<file path="config.mk">
export PLATFORM = sky130hd
export DESIGN_NAME = params_loader
export DESIGN_NICKNAME = d
export VERILOG_FILES = /design/src/rtl/params_loader.sv
export SDC_FILE = /design/constraint.sdc
export NUM_CORES = 1
export LEC_CHECK = 0
export ABC_AREA = 1
export CAP_MARGIN = 20
export CORE_MARGIN = 4
export CORE_UTILIZATION = 51
export DETAILED_ROUTE_END_ITERATION = 10
export PLACE_DENSITY = 0.82
export SLEW_MARGIN = 20
export SYNTH_ARGS = -nofsm -noshare
export SYNTH_HDL_FRONTEND = slang
export SYNTH_SLANG_ARGS = --single-unit
</file>
<file path="constraint.sdc">
create_clock -name clk -period 3.3 [get_ports clk]
set_clock_uncertainty 0.05 [all_clocks]
set_input_delay 0.66 -clock clk [delete_from_list [all_inputs] [get_ports clk]]
set_output_delay 0.66 -clock clk [all_outputs]
set_load 0.1 [all_outputs]
</file>
<file path="src/rtl/params_loader.sv">
// params_loader
//
// Streams parameter words from the host side into the parameters memory.
// A command latches a start address, a word count and a fixed-point format.
// After that the block accepts one word per valid/ready beat and issues one
// registered write per beat. Compute-side reads always take priority.
//
// State table:
//   state | meaning
//   IDLE  | waiting for a command; an illegal command pulses err
//   LOAD  | accepting words; one registered write per accepted beat
//   DONE  | last write issued; done pulses this cycle; back to IDLE next
//
// Ports:
//   clk, rst_n          clock, synchronous active-low reset
//   cmd_start/addr/len/format   command strobe and its arguments
//   in_valid/in_ready/in_data   word stream from the host
//   rd_busy             compute is reading the memory this cycle
//   wr_en/addr/data/format, wr_chip_en   parameters-memory write port
//   busy, done, err     status: busy in LOAD/DONE, done/err one-cycle pulses

module params_loader #(
    parameter int DATA_W      = 22,
    parameter int ADDR_W      = 15,
    parameter int TOTAL_WORDS = 31744,
    parameter int FMT_W       = 2
) (
    input  logic              clk,
    input  logic              rst_n,
    input  logic              cmd_start,
    input  logic [ADDR_W-1:0] cmd_addr,
    input  logic [ADDR_W:0]   cmd_len,
    input  logic [FMT_W-1:0]  cmd_format,
    input  logic              in_valid,
    output logic              in_ready,
    input  logic [DATA_W-1:0] in_data,
    input  logic              rd_busy,
    output logic              wr_en,
    output logic [ADDR_W-1:0] wr_addr,
    output logic [DATA_W-1:0] wr_data,
    output logic [FMT_W-1:0]  wr_format,
    output logic              wr_chip_en,
    output logic              busy,
    output logic              done,
    output logic              err
);

    typedef enum logic [1:0] {
        IDLE = 2'd0,
        LOAD = 2'd1,
        DONE = 2'd2
    } state_t;

    localparam logic [ADDR_W:0]   TOTAL_L = (ADDR_W + 1)'(TOTAL_WORDS);
    localparam logic [ADDR_W:0]   ONE_L   = (ADDR_W + 1)'(1);
    localparam logic [ADDR_W-1:0] ONE_A   = ADDR_W'(1);

    state_t            state_q, state_d;
    logic [ADDR_W-1:0] addr_q, addr_d;
    logic [ADDR_W:0]   remaining_q, remaining_d;
    logic [FMT_W-1:0]  fmt_q, fmt_d;
    logic              wr_en_q, wr_en_d;
    logic [ADDR_W-1:0] wr_addr_q, wr_addr_d;
    logic [DATA_W-1:0] wr_data_q, wr_data_d;
    logic [FMT_W-1:0]  wr_format_q, wr_format_d;
    logic              done_q, done_d;
    logic              err_q, err_d;
    logic              wr_chip_en_q;

    logic [ADDR_W:0]   cmd_sum;
    logic              cmd_legal;
    logic              beat;

    // The length bound keeps the ADDR_W+1 bit sum from wrapping, so a huge
    // cmd_len cannot alias to a small in-range sum.
    assign cmd_sum   = {1'b0, cmd_addr} + cmd_len;
    assign cmd_legal = (cmd_len != '0) && (cmd_len <= TOTAL_L) && (cmd_sum <= TOTAL_L);

    // Reads win: the memory selects its address by write enable.
    assign in_ready  = (state_q == LOAD) && !rd_busy;
    assign beat      = in_ready && in_valid;

    always_comb begin
        state_d     = state_q;
        addr_d      = addr_q;
        remaining_d = remaining_q;
        fmt_d       = fmt_q;
        wr_en_d     = 1'b0;
        wr_addr_d   = wr_addr_q;
        wr_data_d   = wr_data_q;
        wr_format_d = wr_format_q;
        done_d      = 1'b0;
        err_d       = 1'b0;

        case (state_q)
            IDLE: begin
                if (cmd_start) begin
                    if (cmd_legal) begin
                        addr_d      = cmd_addr;
                        remaining_d = cmd_len;
                        fmt_d       = cmd_format;
                        state_d     = LOAD;
                    end else begin
                        err_d = 1'b1;
                    end
                end
            end
            LOAD: begin
                if (beat) begin
                    wr_en_d     = 1'b1;
                    wr_addr_d   = addr_q;
                    wr_data_d   = in_data;
                    wr_format_d = fmt_q;
                    addr_d      = addr_q + ONE_A;
                    remaining_d = remaining_q - ONE_L;
                    // done lines up with the final write strobe.
                    if (remaining_q == ONE_L) begin
                        state_d = DONE;
                        done_d  = 1'b1;
                    end
                end
            end
            DONE: begin
                state_d = IDLE;
            end
            default: begin
                state_d = IDLE;
            end
        endcase
    end

    always_ff @(posedge clk) begin
        if (!rst_n) begin
            state_q      <= IDLE;
            addr_q       <= '0;
            remaining_q  <= '0;
            fmt_q        <= '0;
            wr_en_q      <= 1'b0;
            wr_addr_q    <= '0;
            wr_data_q    <= '0;
            wr_format_q  <= '0;
            done_q       <= 1'b0;
            err_q        <= 1'b0;
            wr_chip_en_q <= 1'b1;
        end else begin
            state_q      <= state_d;
            addr_q       <= addr_d;
            remaining_q  <= remaining_d;
            fmt_q        <= fmt_d;
            wr_en_q      <= wr_en_d;
            wr_addr_q    <= wr_addr_d;
            wr_data_q    <= wr_data_d;
            wr_format_q  <= wr_format_d;
            done_q       <= done_d;
            err_q        <= err_d;
            wr_chip_en_q <= 1'b1;
        end
    end

    assign wr_en      = wr_en_q;
    assign wr_addr    = wr_addr_q;
    assign wr_data    = wr_data_q;
    assign wr_format  = wr_format_q;
    assign wr_chip_en = wr_chip_en_q;
    assign busy       = (state_q != IDLE);
    assign done       = done_q;
    assign err        = err_q;

endmodule

</file>
After elaboration in Yosys (flattened, before gate mapping)
Cells that the tools add are included.

word-level totals
  flip-flop bits (word level) = 77
  latch bits = 0
  memory bits (writable) = 0
  bits in read-only memories = 0
  bits of input ports = 60
  output and inout bits = 45
  logic and storage cells = 53
  memories = 0

cells by class
  add/sub/neg operators = 3
  multipliers = 0
  div/mod/pow operators = 0
  order comparisons = 2
  eq/ne operators = 6
  shifts and indexed selects = 0
  multiplexer cells = 16
  bitwise logic cells = 0
  reduce and logical (&&, ||, !) cells = 16

operators with widths
  operator                 count
  $mux W16                 3
  $mux W15                 3
  $le A16 B15 Y1 const B   2
  $pmux W16 S2             1
  $pmux W15 S2             1
  $add A15 B16 Y16         1
  $eq A16 B1 Y1 const B    1
  $reduce_bool A16 Y1      1
  $sub A16 B1 Y16 const B  1
  $add A15 B1 Y15 const B  1
  $reduce_and A3 Y1        3
  $mux W2                  4
  $reduce_and A4 Y1        2
  $ne A2 B2 Y1 const B     3
  $logic_and A1 B1 Y1      4
  $pmux W2 S2              1
  $reduce_and A2 Y1        2
  $reduce_bool A2 Y1       2
  $mux W1                  3
  $eq A2 B1 Y1 const B     1
  $logic_not A2 Y1         1
  $ne A2 B1 Y1 const B     1
  $logic_not A1 Y1         1

Depth between registers and ports, before layout
Gate-level depths: netlist of run 1.

  word-level depth = 6
  mapped depth = 19
  gate-level depth less buffers = 18

Worst setup path before layout of run 1
OpenSTA, ideal clock, no wires.

  path type = input port to flip-flop
  start point = in rd_busy
  end point = reg wr_data_q[1], in the netlist wr_data[1]
  setup time = 65 ps
  arrival = 3,133 ps
  data required time = 3,185 ps
  setup slack = 52 ps
  cell stages on the path = 7
  buffers on the path = 2
  cell sequence = nor2_1 > nand2_1 > inv_1 > buf_2 > buf_2 > nor2_1 > nor2_1

on the way
  longest elaborated chain between the ends = 4

RTL lines
  what                                RTL line  RTL
  start, declared                     37        input logic rd_busy,
  $logic_not A1 Y1                    80        assign in_ready = (state_q == LOAD) && !rd_busy;
  $logic_and A1 B1 Y1                 80
  $logic_and A1 B1 Y1                 81        assign beat = in_ready && in_valid;
  $reduce_and A2 Y1 (no source line)  -
  end signal, assigned                152       wr_data_q <= wr_data_d;
  end, declared                       64        logic [DATA_W-1:0] wr_data_q, wr_data_d;

No other way between the ends.
A chain may end at the register's enable or synchronous reset.

Final worst setup path of run 1
  start point = in cmd_addr[0]
  end point = reg remaining_q[1]

on the way
  longest elaborated chain between the ends = 5

RTL lines
  what                                RTL line  RTL
  start, declared                     31        input logic [ADDR_W-1:0] cmd_addr,
  $add A15 B16 Y16                    76        assign cmd_sum = {1'b0, cmd_addr} + cmd_len;
  $le A16 B15 Y1                      77        assign cmd_legal = (cmd_len != '0) && (cmd_len <= TOTAL_L) && (cmd_sum <= TOTAL_L);
  $logic_and A1 B1 Y1                 77
  $ne A2 B2 Y1 (no source line)       -
  $reduce_and A4 Y1 (no source line)  -
  end signal, assigned                148       remaining_q <= remaining_d;
  end, declared                       60        logic [ADDR_W:0] remaining_q, remaining_d;

No other way between the ends.

==> results of run 1 <==
[cell usage in the layout, fill, tap and decap left out, types with 2 or more instances in the layout]
master / count
xnor2_1: 3
nand2_1: 180
buf_4: 54
nor4_1: 3
dfxtp_1: 77
ha_1: 18
nand4_1: 10
o21ai_0: 57
buf_12: 3
nand3b_1: 4
a21oi_1: 31
bufinv_16: 3
nor3_1: 13
xor2_1: 12
and2_1: 2
a2bb2oi_1: 2
clkbuf_8: 10
nor2_1: 160
o31ai_1: 3
mux2i_1: 9
a31oi_1: 2
nand3_1: 29
clkdlybuf4s50_1: 58
inv_1: 65
nand3_2: 2
[stage by stage]
| stage | instances | utilization |
|---|---|---|
| 3_3_place_gp | 919 | 0.645 |
| 5_1_grt | 935 | 0.674 |
| 4_1_cts | 935 | 0.674 |
| 6_report | 935 | 0.674 |
| 2_1_floorplan | 724 | - |
| 3_5_place_dp | 919 | 0.645 |
[layout make-up]
cell class | count | share of cell area
well taps | 108 | 0.0229
repair buffers | 116 | 0.178
multi-input cells | 552 | 0.453
inverters | 66 | 0.0420
flip-flops and latches | 77 | 0.261
clock inverters | 6 | 0.0199
clock buffers | 10 | 0.0233
[synthesized netlist by cell type, drive strengths merged (3+ instances only)]
library cell	instances	share of area
o31ai	3	0.0049
dfxtp	77	0.33
mux2i	9	0.020
nand4	10	0.014
o21ai	57	0.062
nand2	182	0.15
xor2	12	0.023
nor3	13	0.014
buf	15	0.022
nor2	161	0.13
a21oi	31	0.034
clkbuf	14	0.011
inv	66	0.054
nand3	31	0.036
nor4	3	0.0041
xnor2	3	0.0057
nand3b	4	0.0065
ha	18	0.049
[registers in the layout, indices dropped and copies added, names as in the netlist, 2 cells and up]
signal / count
wr_data: 22
remaining_q: 16
addr_q: 15
wr_addr: 15
fmt_q: 2
state_q: 2
wr_format: 2
[cell families (layout without fill, tap and decap cells)]
kind of cell / Yosys count / after routing / synth area share
and+or+nand+nor: 409 / 409 / 0.364
buffers and inverters: 95 / 198 / 0.0868
AOI/OAI and AO/OA: 99 / 99 / 0.113
muxes: 9 / 9 / 0.0195
DFF: 77 / 77 / 0.334
adders and majority gates: 19 / 19 / 0.0532
other: 1 / 1 / 0.000813
xor gates and xnor gates: 15 / 15 / 0.0285
[power by group]
group	switching (W)	leakage (nW)	internal, W
Combinational	0.000487	2.02	0.000282
Sequential	0.0000508	0.627	0.000982
Clock	0.000363	0.125	0.000531
Total	0.000901	2.77	0.00179
[routing by layer]
metal  share of wire  routed length [µm]
met1            0.44                5560
met2            0.44                5670
met3           0.087                1110
met4           0.033                 421
met5               0                   0
[worst paths after layout]
| path | slack, ns | endpoint |
|---|---|---|
| min reg2reg | 0.42 | fmt_q[0] |
| min | 0.42 | fmt_q[0] |
| max | 0.30 | remaining_q[1] |
| max reg2reg | 0.93 | wr_addr[10] |
[worst reg2reg max path, stage by stage, from the launching register on]
cell     delay (ns)
dfxtp_1        0.31
inv_1          0.05
nor2_2         0.11
inv_2          0.22
nor2_1         0.35
nand2_1        0.27
inv_1          0.14
buf_4          0.41
o21ai_0        0.18
a21oi_1        0.20
==> flow_summary.toml, run 1 <==
[synth]
synth_edf_count = 0
synth_ff_type = "dfxtp_1"
synthArstFlopShare = 0
yosysSeqAreaShare = 0.334
synth_area_per_cell_um2 = 6.37
syn_nets = 803
yosysWarningCount = 0
synthCells = 724
syn_area_um2 = 4610
synth-seq-cells = 77
ys_types = 37

[worst_setup_path]
cp_top_family = "simple AND/OR/NAND/NOR gates"
path_class = "primary input to flip-flop"
reg2reg_from = "state_q[0]"
critical-path-slowest-cell = "clkdlybuf4s50_1"
critPathBufInv = 2
crit_required_ns = 3.49
ff2ff_path_depth = 9
critical_path_arrival_ns = 3.19
cp_cell_sequence = "clkdlybuf4s50_1, ha_1, fa_1, nand2_1, nand2_2, nand3_2, nand2_1, nand2_1, nand2_1, a21oi_1, nand2_1, nor2_1, nor2_1, nand2_1, nand3_2, nand2_4, buf_12, nand2_1, nand2_1, nor2_1"
path_common_cell = "nand2_1"
startpoint = "cmd_addr[0]"
endpoint_kind = "flip-flop"
cp_num_cells = 20
max_stage_delay_ns = 0.46
worst-path-max-fanout = 27
worstSetupStartpointType = "primary input"

[timing]
fin_crit_sh = 0.908
final-hold-violation-count = 0
timing.slew.headroom = 0.425
finalCriticalPeriod_ns = 3.00
setup_viol = 0
hold_ws_ns = 0.424
worst_pin_slew_ns = 0.862
setup_tns_ns = 0
slew_viol_final = 0
rsz0062_at_grt = "no"
worst_slack_ns = 0.303
clock.fmax_mhz = 334

[place]
place.gp.congestion = 0.951
dpl-instance-area_um2 = 5650
post-place-ws_ns = -0.0288
io_buffer_count = 103
dpl.hpwl_um = 9590

[global_routing]
met3_usage = 0.0419
grt_pass1_wl_um = 20200
met2_usage = 0.388
grt.total_usage = 0.238
antenna_found_initial = 0
grtUsageMet1 = 0.306
first_global_vias = 4484
grt_start_max_net_pins = 57
grt_overflow = 0
grt.busiest_layer = "met2"

[drt]
drc_errors = 0
finalWirelength_um = 12800
dr.pass1.iters = 4
detail-route-antenna-nets = 0
wl_per_cell_um = 13.6
vias = 4993
drt_iter0_markers = 316
avgViaCountPerCell = 5.34

[finish]
multiInputGateArea_um2 = 2670
drive_above_1_share = 0.0979
fill_cells = 749
design_area_um2 = 5900
seq_area_um2 = 1540
final_nets = 901
synthToLayoutAreaGrowth_pct = 28.0
diodes = 0

[flow_run]
cap_violations = 0

[clocking]
cts-resized-gates = 0
clockBufferDepth = 2
h-tree-depth = 3
cts_buffers = 9
tritoncts = "built"
clk_pin_slew_ns = 0.08
cts.sinks = 77
root_buffer = "clkbuf_8"
postCtsHoldBufs = 0
insertion_delay_ns = 0.34
post_cts_buffers = 0

[floorplanning]
fp-row-count = 34
ios = 105
die_area_um2 = 10600
core_area_um2 = 8760
die_h_um = 103
start_util = 0.526
die_w_um = 103

[run_status]
status = "completed"

[pwr]
cellLeakagePower_nw = 2.77
power_density_nw_per_um2 = 457
ir_drop_mv = 0.217
p_total_w = 0.00270

[min_path]
hold_depth = 2
hp-class = "flip-flop to flip-flop"
min_from = "fmt_q[0]"
(Power assumes the default switching activity.)
==> run 2: changes to the inputs <==
Settings changed: CTS_CLUSTER_DIAMETER set to 100, HOLD_SLACK_MARGIN set to 0.15.
==> results of run 2 <==
No change in the layout: final DEF, timing and power equal those of run 1.
==> run 3: changes to the inputs <==
Settings changed: ABC_AREA 1 to not set, CORE_MARGIN 4 to not set, CORE_UTILIZATION 51 to 50, PLACE_DENSITY 0.82 to 0.81.
==> run 3 against run 2 <==
Net effect: the flow now finishes with violations (negative setup slack); via count increased by 6.6%; sequential share of layout area is 3.1 points lower; final area increased by 14%; combinational power is 8.3% higher; flip-flop and latch count unchanged; total power decreased by 5.0%; setup slack worse by 0.41 ns; critical path depth fell by 5; worst hold slack lost 0.015 ns; area after synthesis down 3.6%; die area is 13% lower; register-to-register slack improved by 0.02 ns; critical endpoint is now remaining_q[11].
==> flow_summary.toml, run 3 <==
[clocking]
postCtsHoldBufs = 0
tritoncts = "built"
cts_buffers = 9
h-tree-depth = 3
cts.sinks = 77
insertion_delay_ns = 0.36
clockBufferDepth = 2
root_buffer = "clkbuf_8"
clk_pin_slew_ns = 0.08

[pwr]
power_density_nw_per_um2 = 382
p_total_w = 0.00256
cellLeakagePower_nw = 2.65
ir_drop_mv = 0.213

[floorplanning]
fp-row-count = 34
die_area_um2 = 9280
ios = 105
core_area_um2 = 8680
start_util = 0.513
die_h_um = 96.3
die_w_um = 96.3

[drt]
finalWirelength_um = 15200
avgViaCountPerCell = 6.22
dr.pass1.iters = 8
drc_errors = 0
drt_iter0_markers = 415
wl_per_cell_um = 17.8
detail-route-antenna-nets = 0
vias = 5322

[finish]
final_common_cell = "buf_4"
final_nets = 822
drive_above_1_share = 0.278
seq_area_um2 = 1540
largest_reg_flops = 22
layout.core_utilization = 0.773
layout_common_cells = "125 x buf_4, 96 x nand2_1, 77 x dfxtp_1, 63 x a21oi_1, 62 x nor2_1"
fill_cells = 596
design_area_um2 = 6710
multiInputGateArea_um2 = 3060
diodes = 0
fin_cells = 856
synthToLayoutAreaGrowth_pct = 50.8

[run_status]
status = "finished, violations left"
violations = "negative setup slack"

[timing]
setup_viol = 28
slew_viol_final = 0
final-hold-violation-count = 0
finalCriticalPeriod_ns = 3.40
rsz0062_at_grt = "yes"
worst_pin_slew_ns = 0.787
worst_slack_ns = -0.102
timing.slew.headroom = 0.474
clock.fmax_mhz = 294
fin_crit_sh = 1.03

[synth]
synth-seq-cells = 77
synth_ff_type = "dfxtp_1"
yosysWarningCount = 0
syn_nets = 657
synthCells = 578
synth_area_per_cell_um2 = 7.70
ys_types = 65
syn_area_um2 = 4450
yosysTopAreaCell = "dfxtp_1"
yosysTopAreaCellShare = 0.347
synth_edf_count = 0
yosysSeqAreaShare = 0.347
synth_commonest_cells = "96 x nand2_1, 77 x dfxtp_1, 67 x a21oi_1, 62 x nor2_1, 33 x clkbuf_1"
synth_area_leaders = "dfxtp_1 35%, nand2_1 8.1%, a21oi_1 7.5%"
synthArstFlopShare = 0
synth_most_common_cell = "nand2_1"

[global_routing]
grt_overflow = 0
antenna_found_initial = 0
first_global_vias = 4757
grt_pass1_wl_um = 22700
grt.total_usage = 0.315
grt_start_max_net_pins = 69

[place]
dpl-instance-area_um2 = 5930
place.gp.congestion = 0.840
place_inst = 819
io_buffer_count = 103
dpl.hpwl_um = 9610

[worst_setup_path]
worstSetupStartpointType = "primary input"
cp_cell_sequence = "buf_8, ha_4, fa_2, a21o_1, a221oi_4, mux2_4, nand4b_1, a211oi_2, buf_4, buf_4, o31a_1, a21oi_4, buf_6, buf_16, o31ai_1"
path_class = "primary input to flip-flop"
worst-path-max-fanout = 15
endpoint_kind = "flip-flop"
crit_required_ns = 3.50
critPathBufInv = 5
max_stage_delay_ns = 0.35
critical-path-slowest-cell = "fa_2"
cp_top_family = "compound AO/OA/AOI/OAI gates"
path_common_cell = "buf_4"
critical_path_arrival_ns = 3.60

[min_path]
hp-class = "flip-flop to flip-flop"

[flow_run]
cap_violations = 0
run 3: path summary, 6_finish.rpt:
check	start	end	slack (ns)	depth (start not counted)
worst max-delay path	cmd_len[0]	remaining_q[11]	-0.10	15
worst max register to register	addr_q[0]	addr_q[12]	0.95	8
worst min register to register	wr_data[19]	wr_data[19]	0.41	2
worst min-delay path	wr_data[19]	wr_data[19]	0.41	2
run 3: cell families after synthesis:
family,after synthesis,share of synthesized area
buffers and inverters,51,0.0464
DFF,77,0.347
xor gates and xnor gates,3,0.00591
other,1,0.000843
muxes,1,0.00253
adders and majority gates,19,0.0551
and+or+nand+nor,235,0.241
AOI/OAI and AO/OA,191,0.302
run 3: layout make-up:
| cell class | count | area share |
|---|---|---|
| Clock inverter | 6 | 0.0106 |
| Multi-Input combinational cell | 450 | 0.457 |
| Timing Repair Buffer | 196 | 0.259 |
| Sequential cell | 77 | 0.230 |
| Clock buffer | 10 | 0.0190 |
| Inverter | 9 | 0.00504 |
| Tap cell | 108 | 0.0201 |
run 3: routing by layer:
metal | track usage | vias up | part of all wire
met4 | 0.158 | 0 | 0.041
li1 | - | 2481 | -
met5 | 0 | - | 0
met2 | 0.530 | 295 | 0.49
met3 | 0.0592 | 66 | 0.076
met1 | 0.385 | 2480 | 0.39
run 3: through the flow:
stage               setup WS [ns]  setup TNS (ns)  hold slack, ns
floorplan                  -0.121           -3.40           0.378
global placement           -0.721          -24.13           0.393
detailed placement         -0.859          -27.85           0.399
CTS                       -0.0673           -1.01           0.409
global route               -0.211           -5.19           0.431
finish                     -0.102           -1.36           0.409
run 3: where the power goes:
| part | internal [W] | leakage [nW] | switching [W] | total, W |
|---|---|---|---|---|
| Sequential | 0.000965 | 0.624 | 0.0000391 | 0.00100 |
| Combinational | 0.000376 | 1.94 | 0.000457 | 0.000833 |
| Clock | 0.000356 | 0.0935 | 0.000368 | 0.000724 |
run 3: repair_timing:
item                                    4_1_cts  5_1_grt
pin swaps                                    26        5
endpoints found under the setup margin       35       33
gates cloned                                  4        1
buffers inserted                             13        3
resized for setup                            76       36
run 3: tightest hold or removal path, stage by stage (launching register included):
cell	delay, ns
dfxtp_1	0.32
nand2_1	0.05
a21oi_1	0.05
